<file path="config.mk">
export PLATFORM = sky130hd
export DESIGN_NAME = tdc_bus_arbiter_flat
export DESIGN_NICKNAME = d
export VERILOG_FILES = /design/src/rtl/tdc_bus_arbiter_if.sv /design/src/rtl/tdc_bus_arbiter.sv /design/src/flat_wrapper.sv
export SDC_FILE = /design/constraint.sdc
export NUM_CORES = 1
export LEC_CHECK = 0
export CAP_MARGIN = 25
export CORE_UTILIZATION = 46
export DETAILED_ROUTE_END_ITERATION = 8
export PLACE_DENSITY = 0.91
export SLEW_MARGIN = 20
export SYNTH_ARGS = -nofsm -noshare
export SYNTH_HDL_FRONTEND = slang
export SYNTH_SLANG_ARGS = --single-unit
</file>
<file path="constraint.sdc">
create_clock -name clk -period 6.6 [get_ports clk]
set_input_delay 1.32 -clock clk [delete_from_list [all_inputs] [get_ports clk]]
set_output_delay 1.32 -clock clk [all_outputs]
set_load 0.1 [all_outputs]
</file>
<file path="src/rtl/tdc_bus_arbiter_if.sv">
// TDC bus interface: config-write and result-read handshakes plus the chip-side
// address/data/strobe pins. The arbiter connects through the slave modport.
interface tdc_bus_arbiter_if #(
  parameter int DATA_W = 28,
  parameter int ADDR_W = 4
);
  logic              wr_req;
  logic [ADDR_W-1:0] wr_addr;
  logic [DATA_W-1:0] wr_data;
  logic              wr_ack;
  logic              rd_en;
  logic              ef1;
  logic              ef2;
  logic              rd_valid;
  logic [DATA_W-1:0] rd_data;
  logic              rd_chan;
  logic [ADDR_W-1:0] addr;
  logic [DATA_W-1:0] dout;
  logic              dout_oe;
  logic [DATA_W-1:0] din;
  logic              CSN;
  logic              WRN;
  logic              RDN;
  logic              busy;

  modport slave (
    input  wr_req, wr_addr, wr_data, rd_en, ef1, ef2, din,
    output wr_ack, rd_valid, rd_data, rd_chan, addr, dout, dout_oe, CSN, WRN, RDN, busy
  );

  modport master (
    output wr_req, wr_addr, wr_data, rd_en, ef1, ef2, din,
    input  wr_ack, rd_valid, rd_data, rd_chan, addr, dout, dout_oe, CSN, WRN, RDN, busy
  );
endinterface

</file>
<file path="src/rtl/tdc_bus_arbiter.sv">
// Shared TDC bus owner: arbitrates config writes against round-robin FIFO result
// reads and runs each grant as a fixed setup/strobe/hold cycle with flopped pins.
module tdc_bus_arbiter #(
  parameter int DATA_W     = 28,
  parameter int ADDR_W     = 4,
  parameter int STROBE_CYC = 1,
  parameter int HOLD_CYC   = 1,
  parameter int EF_BLANK   = 2,
  parameter int RD_ADDR1   = 8,
  parameter int RD_ADDR2   = 9
) (
  input  logic             clk,
  input  logic             reset,
  tdc_bus_arbiter_if.slave bus
);

  localparam int CMAX  = (STROBE_CYC > HOLD_CYC) ? STROBE_CYC : HOLD_CYC;
  localparam int CNT_W = (CMAX > 1) ? $clog2(CMAX) : 1;
  localparam int BW    = (EF_BLANK > 0) ? $clog2(EF_BLANK + 1) : 1;

  typedef enum logic [1:0] {IDLE, SETUP, STROBE, HOLD} state_t;

  state_t            state_q;
  logic [CNT_W-1:0]  cnt_q;
  logic              op_wr_q;
  logic              chan_q;
  logic              ptr_q;
  logic [1:0]        ef1_s_q, ef2_s_q;
  logic [BW-1:0]     blank1_q, blank1_d, blank2_q, blank2_d;

  logic              csn_q, wrn_q, rdn_q, oe_q, busy_q, wr_ack_q, rd_valid_q, rd_chan_q;
  logic [ADDR_W-1:0] addr_q;
  logic [DATA_W-1:0] dout_q, rd_data_q;

  logic req1, req2, grant2, strobe_last, rd_done;

  // Flags are async to clk; the blank window covers their stale period after a read.
  always_ff @(posedge clk or posedge reset) begin
    if (reset) begin
      ef1_s_q <= 2'b11;
      ef2_s_q <= 2'b11;
    end else begin
      ef1_s_q <= {ef1_s_q[0], bus.ef1};
      ef2_s_q <= {ef2_s_q[0], bus.ef2};
    end
  end

  assign req1        = bus.rd_en & ~ef1_s_q[1] & (blank1_q == '0);
  assign req2        = bus.rd_en & ~ef2_s_q[1] & (blank2_q == '0);
  assign grant2      = req2 & (~req1 | ptr_q);
  assign strobe_last = (state_q == STROBE) && (cnt_q == '0);
  assign rd_done     = strobe_last & ~op_wr_q;

  always_comb begin
    blank1_d = blank1_q;
    blank2_d = blank2_q;
    if (rd_done && !chan_q)     blank1_d = BW'(EF_BLANK);
    else if (blank1_q != '0)    blank1_d = blank1_q - BW'(1);
    if (rd_done && chan_q)      blank2_d = BW'(EF_BLANK);
    else if (blank2_q != '0)    blank2_d = blank2_q - BW'(1);
  end

  always_ff @(posedge clk or posedge reset) begin
    if (reset) begin
      blank1_q <= '0;
      blank2_q <= '0;
    end else begin
      blank1_q <= blank1_d;
      blank2_q <= blank2_d;
    end
  end

  always_ff @(posedge clk or posedge reset) begin
    if (reset) begin
      state_q    <= IDLE;
      cnt_q      <= '0;
      op_wr_q    <= 1'b0;
      chan_q     <= 1'b0;
      ptr_q      <= 1'b0;
      csn_q      <= 1'b1;
      wrn_q      <= 1'b1;
      rdn_q      <= 1'b1;
      oe_q       <= 1'b0;
      busy_q     <= 1'b0;
      wr_ack_q   <= 1'b0;
      rd_valid_q <= 1'b0;
      rd_chan_q  <= 1'b0;
      addr_q     <= '1;
      dout_q     <= '0;
      rd_data_q  <= '0;
    end else begin
      wr_ack_q   <= 1'b0;
      rd_valid_q <= 1'b0;
      case (state_q)
        IDLE: begin
          if (bus.wr_req) begin
            state_q <= SETUP;
            op_wr_q <= 1'b1;
            addr_q  <= bus.wr_addr;
            dout_q  <= bus.wr_data;
            oe_q    <= 1'b1;
            busy_q  <= 1'b1;
          end else if (req1 || req2) begin
            state_q <= SETUP;
            op_wr_q <= 1'b0;
            chan_q  <= grant2;
            addr_q  <= grant2 ? ADDR_W'(RD_ADDR2) : ADDR_W'(RD_ADDR1);
            busy_q  <= 1'b1;
          end
        end
        SETUP: begin
          state_q <= STROBE;
          cnt_q   <= CNT_W'(STROBE_CYC - 1);
          csn_q   <= 1'b0;
          wrn_q   <= ~op_wr_q;
          rdn_q   <= op_wr_q;
        end
        STROBE: begin
          if (cnt_q == '0) begin
            state_q <= HOLD;
            cnt_q   <= CNT_W'(HOLD_CYC - 1);
            csn_q   <= 1'b1;
            wrn_q   <= 1'b1;
            rdn_q   <= 1'b1;
            if (op_wr_q) begin
              wr_ack_q <= 1'b1;
            end else begin
              rd_valid_q <= 1'b1;
              rd_data_q  <= bus.din;
              rd_chan_q  <= chan_q;
              ptr_q      <= ~chan_q;
            end
          end else begin
            cnt_q <= cnt_q - CNT_W'(1);
          end
        end
        HOLD: begin
          if (cnt_q == '0) begin
            state_q <= IDLE;
            addr_q  <= '1;
            oe_q    <= 1'b0;
            busy_q  <= 1'b0;
          end else begin
            cnt_q <= cnt_q - CNT_W'(1);
          end
        end
        default: state_q <= IDLE;
      endcase
    end
  end

  assign bus.CSN      = csn_q;
  assign bus.WRN      = wrn_q;
  assign bus.RDN      = rdn_q;
  assign bus.dout_oe  = oe_q;
  assign bus.addr     = addr_q;
  assign bus.dout     = dout_q;
  assign bus.busy     = busy_q;
  assign bus.wr_ack   = wr_ack_q;
  assign bus.rd_valid = rd_valid_q;
  assign bus.rd_data  = rd_data_q;
  assign bus.rd_chan  = rd_chan_q;

endmodule

</file>
<file path="src/flat_wrapper.sv">
// flat-port wrapper written by rule: the top's interface ports become plain ports
module tdc_bus_arbiter_flat 
#(
  parameter int DATA_W     = 28,
  parameter int ADDR_W     = 4,
  parameter int STROBE_CYC = 1,
  parameter int HOLD_CYC   = 1,
  parameter int EF_BLANK   = 2,
  parameter int RD_ADDR1   = 8,
  parameter int RD_ADDR2   = 9
)
  (clk, reset, bus_wr_req, bus_wr_addr, bus_wr_data, bus_rd_en, bus_ef1, bus_ef2, bus_din, bus_wr_ack, bus_rd_valid, bus_rd_data, bus_rd_chan, bus_addr, bus_dout, bus_dout_oe, bus_CSN, bus_WRN, bus_RDN, bus_busy);
  tdc_bus_arbiter_if #(.DATA_W(DATA_W), .ADDR_W(ADDR_W)) bus_i ();
  input  logic clk;
  input  logic reset;
  input wire logic [$bits(bus_i.wr_req)-1:0] bus_wr_req;
  input wire logic [$bits(bus_i.wr_addr)-1:0] bus_wr_addr;
  input wire logic [$bits(bus_i.wr_data)-1:0] bus_wr_data;
  input wire logic [$bits(bus_i.rd_en)-1:0] bus_rd_en;
  input wire logic [$bits(bus_i.ef1)-1:0] bus_ef1;
  input wire logic [$bits(bus_i.ef2)-1:0] bus_ef2;
  input wire logic [$bits(bus_i.din)-1:0] bus_din;
  output wire logic [$bits(bus_i.wr_ack)-1:0] bus_wr_ack;
  output wire logic [$bits(bus_i.rd_valid)-1:0] bus_rd_valid;
  output wire logic [$bits(bus_i.rd_data)-1:0] bus_rd_data;
  output wire logic [$bits(bus_i.rd_chan)-1:0] bus_rd_chan;
  output wire logic [$bits(bus_i.addr)-1:0] bus_addr;
  output wire logic [$bits(bus_i.dout)-1:0] bus_dout;
  output wire logic [$bits(bus_i.dout_oe)-1:0] bus_dout_oe;
  output wire logic [$bits(bus_i.CSN)-1:0] bus_CSN;
  output wire logic [$bits(bus_i.WRN)-1:0] bus_WRN;
  output wire logic [$bits(bus_i.RDN)-1:0] bus_RDN;
  output wire logic [$bits(bus_i.busy)-1:0] bus_busy;
  assign bus_i.wr_req = bus_wr_req;
  assign bus_i.wr_addr = bus_wr_addr;
  assign bus_i.wr_data = bus_wr_data;
  assign bus_i.rd_en = bus_rd_en;
  assign bus_i.ef1 = bus_ef1;
  assign bus_i.ef2 = bus_ef2;
  assign bus_i.din = bus_din;
  assign bus_wr_ack = bus_i.wr_ack;
  assign bus_rd_valid = bus_i.rd_valid;
  assign bus_rd_data = bus_i.rd_data;
  assign bus_rd_chan = bus_i.rd_chan;
  assign bus_addr = bus_i.addr;
  assign bus_dout = bus_i.dout;
  assign bus_dout_oe = bus_i.dout_oe;
  assign bus_CSN = bus_i.CSN;
  assign bus_WRN = bus_i.WRN;
  assign bus_RDN = bus_i.RDN;
  assign bus_busy = bus_i.busy;
  tdc_bus_arbiter #(.DATA_W(DATA_W), .ADDR_W(ADDR_W), .STROBE_CYC(STROBE_CYC), .HOLD_CYC(HOLD_CYC), .EF_BLANK(EF_BLANK), .RD_ADDR1(RD_ADDR1), .RD_ADDR2(RD_ADDR2)) u_core (.clk(clk), .reset(reset), .bus(bus_i));
endmodule
</file>
==> reports/results.tsv <==
metric	value	unit
status	finished clean	
yosysSeqAreaShare	0.642	
dieArea	7240	um2
placed_area	4560	um2
hold_viol_final	0	
slowest_stage	clkdlybuf4s50_1	
io_pins	134	
cts-resized-gates	0	
cts_setup_buffers	0	
via_per_inst	4.86	
grt_overflow	0	
maxCapViolCount	0	
max_freq	302	MHz
gp_congestion	0.770	
io_buffers	133	
grt_first_pass_wirelength	11500	um
chipHeight	85.1	um
yosysWarnings	0	
netlist_top_cells_count	92 x nand2_1, 70 x dfrtp_1, 27 x mux2_2	
track_usage	0.203	
fillers	447	
antenna_found_initial	0	
stdcell_area	4830	um2
critical_path.max_stage_delay	1.13	ns
root_buffer	clkbuf_8	
critical_path.endpoint_type	output pin	
ys_ff_latch	81	
worstPathArrival	1.99	ns
seqCellArea	2040	um2
cp_max_fo	2	
worst-setup-path-type	reg2out	
grt_start_max_net_pins	82	
synth_fp_nets	346	
drc	0	
yosysMostFrequentCell	nand2_1	
clockBufferDepth	2	
via_count	2390	
finalCritPeriodShare	0.502	
setup_viol	0	
dr.pass1.iters	4	
cp_top_family	buffers and inverters	
synth_ff_type	dfrtp_1	
final_cells	492	
htreeDepth	3	
fin_skew	0.00487	ns
path_buf_inv	1	
synth_area	3180	um2
drt-total-wl	6940	um
synth-edff-count	0	
cts.sinks	81	
syn_inst	275	
slew_headroom	0.322	
netlist_top_cells_area	dfrtp_1 55%, nand2_1 11%, mux2_2 9.6%	
start_kind	flip-flop	
cts_tree	done	
tns	0	ns
yosys.area.top_type	dfrtp_1	
dr.first_iter.drc_count	89	
postSynthAreaPerCell	11.6	um2
path_cells	clkdlybuf4s50_1	
start_util	0.489	
cts_buffers	9	
rsz0062_at_grt	no	
final_max_slew_viol_count	0	
grt_pass1_vias	2515	
drt-wirelength-per-cell	14.1	um
layout.nets	481	
critical_path_required	5.28	ns
clkTransAtPathRegs	0.08	ns
core_area	6490	um2
dp_hpwl	4870	um
drive_above_1_share	0.147	
holdBufCountCts	0	
multi_input_area	1040	um2
clkLatencyLatePin	0.33	ns
n_antenna_cell	0	
synthDistinctLibCells	31	
worst_pin_slew	1.01	ns
dp.cells	475	
period_needed	3.31	ns
synth_top_area_frac	0.551	
ys_async_sr_fraction	1.00	
die_w	85.1	um
row_count	29	
hold_path.class	reg2reg	
ant_nets	0	
syn2layout_area_growth	52.1	%
per-layer routing:
metal | track usage | vias up | routed length [um]
met4 | 0.0755 | 0 | 135
met5 | 0 | - | 0
met2 | 0.356 | 78 | 3540
met3 | 0.0652 | 13 | 460
li1 | - | 1149 | -
met1 | 0.233 | 1150 | 2810
metrics by stage:
step / setup WS (ns) / util / hold slack [ns]
after detailed placement: 3.54 / 0.702 / 0.347
after global routing: 3.22 / 0.744 / 0.360
after floorplan: 3.22 / - / 0.345
after CTS: 3.27 / 0.740 / 0.358
final: 3.29 / 0.744 / 0.357
after global placement: 3.61 / 0.702 / 0.347
final timing paths:
| kind | startpoint | endpoint | slack [ns] | depth (start not counted) |
|---|---|---|---|---|
| setup / recovery | u_core.bus.addr[2] | bus_addr[2] | 3.29 | 1 |
| hold / removal | u_core.ef2_s_q[0] | u_core.ef2_s_q[1] | 0.36 | 0 |
| setup reg to reg | u_core.state_q[0] | u_core.blank2_q[1] | 4.78 | 7 |
| hold reg to reg | u_core.ef2_s_q[0] | u_core.ef2_s_q[1] | 0.36 | 0 |
| max in group asynchronous | reset | u_core.bus.WRN | 4.66 | 4 |
| min in group asynchronous | reset | u_core.bus.dout[24] | 1.32 | 3 |
state kept, by name, indices dropped and copies added, names as in the netlist:
name / flops
u_core.bus.busy: 1
u_core.ef2_s_q: 2
u_core.bus.rd_data: 28
u_core.bus.RDN: 1
u_core.blank2_q: 2
u_core.bus.CSN: 1
u_core.bus.WRN: 1
u_core.bus.rd_chan: 1
u_core.op_wr_q: 1
u_core.bus.dout: 28
u_core.bus.dout_oe: 1
u_core.bus.rd_valid: 1
u_core.ef1_s_q: 2
u_core.chan_q: 1
u_core.ptr_q: 1
u_core.blank1_q: 2
u_core.bus.addr: 4
u_core.bus.wr_ack: 1
u_core.state_q: 2
worst reg2reg max path: cells and delay by family, from the launching register on:
family                   cells  cell delay (ns)
AO/OA/AOI/OAI                1             0.11
adder cells (fa/ha/maj)      1             0.24
buffers and inverters        3             0.72
flip-flops                   1             0.38
AND/OR/NAND/NOR              2             0.26
placed cells by master (no fill, tap or decap), types with 5 or more instances in the layout:
cell	n
clkdlybuf4s50_1	133
ha_1	5
inv_1	8
clkbuf_8	10
nor2_1	10
dfstp_2	11
a21oi_1	10
dfrtp_1	70
nand2_1	92
mux2_2	27
area by class of cell:
cell class / instances / share of cell area
Multi-Input combinational cell: 172 / 0.215
Clock inverter: 5 / 0.0212
Timing Repair Buffer: 136 / 0.284
Sequential cell: 81 / 0.422
Inverter: 10 / 0.00803
Tap cell: 77 / 0.0199
Clock buffer: 11 / 0.0293
cell families after synthesis:
kind of cell             after synthesis  synth area share
XOR/XNOR                               2           0.00551
adder cells (fa/ha/maj)                5            0.0197
AND/OR/NAND/NOR                      112             0.145
multiplexers                          30             0.106
AO/OA/AOI/OAI                         23            0.0504
flip-flops                            81             0.642
buffers and inverters                 22            0.0307
Power is not shown: default switching activity piles up to over one toggle a cycle in this logic, so the estimate is an artifact.
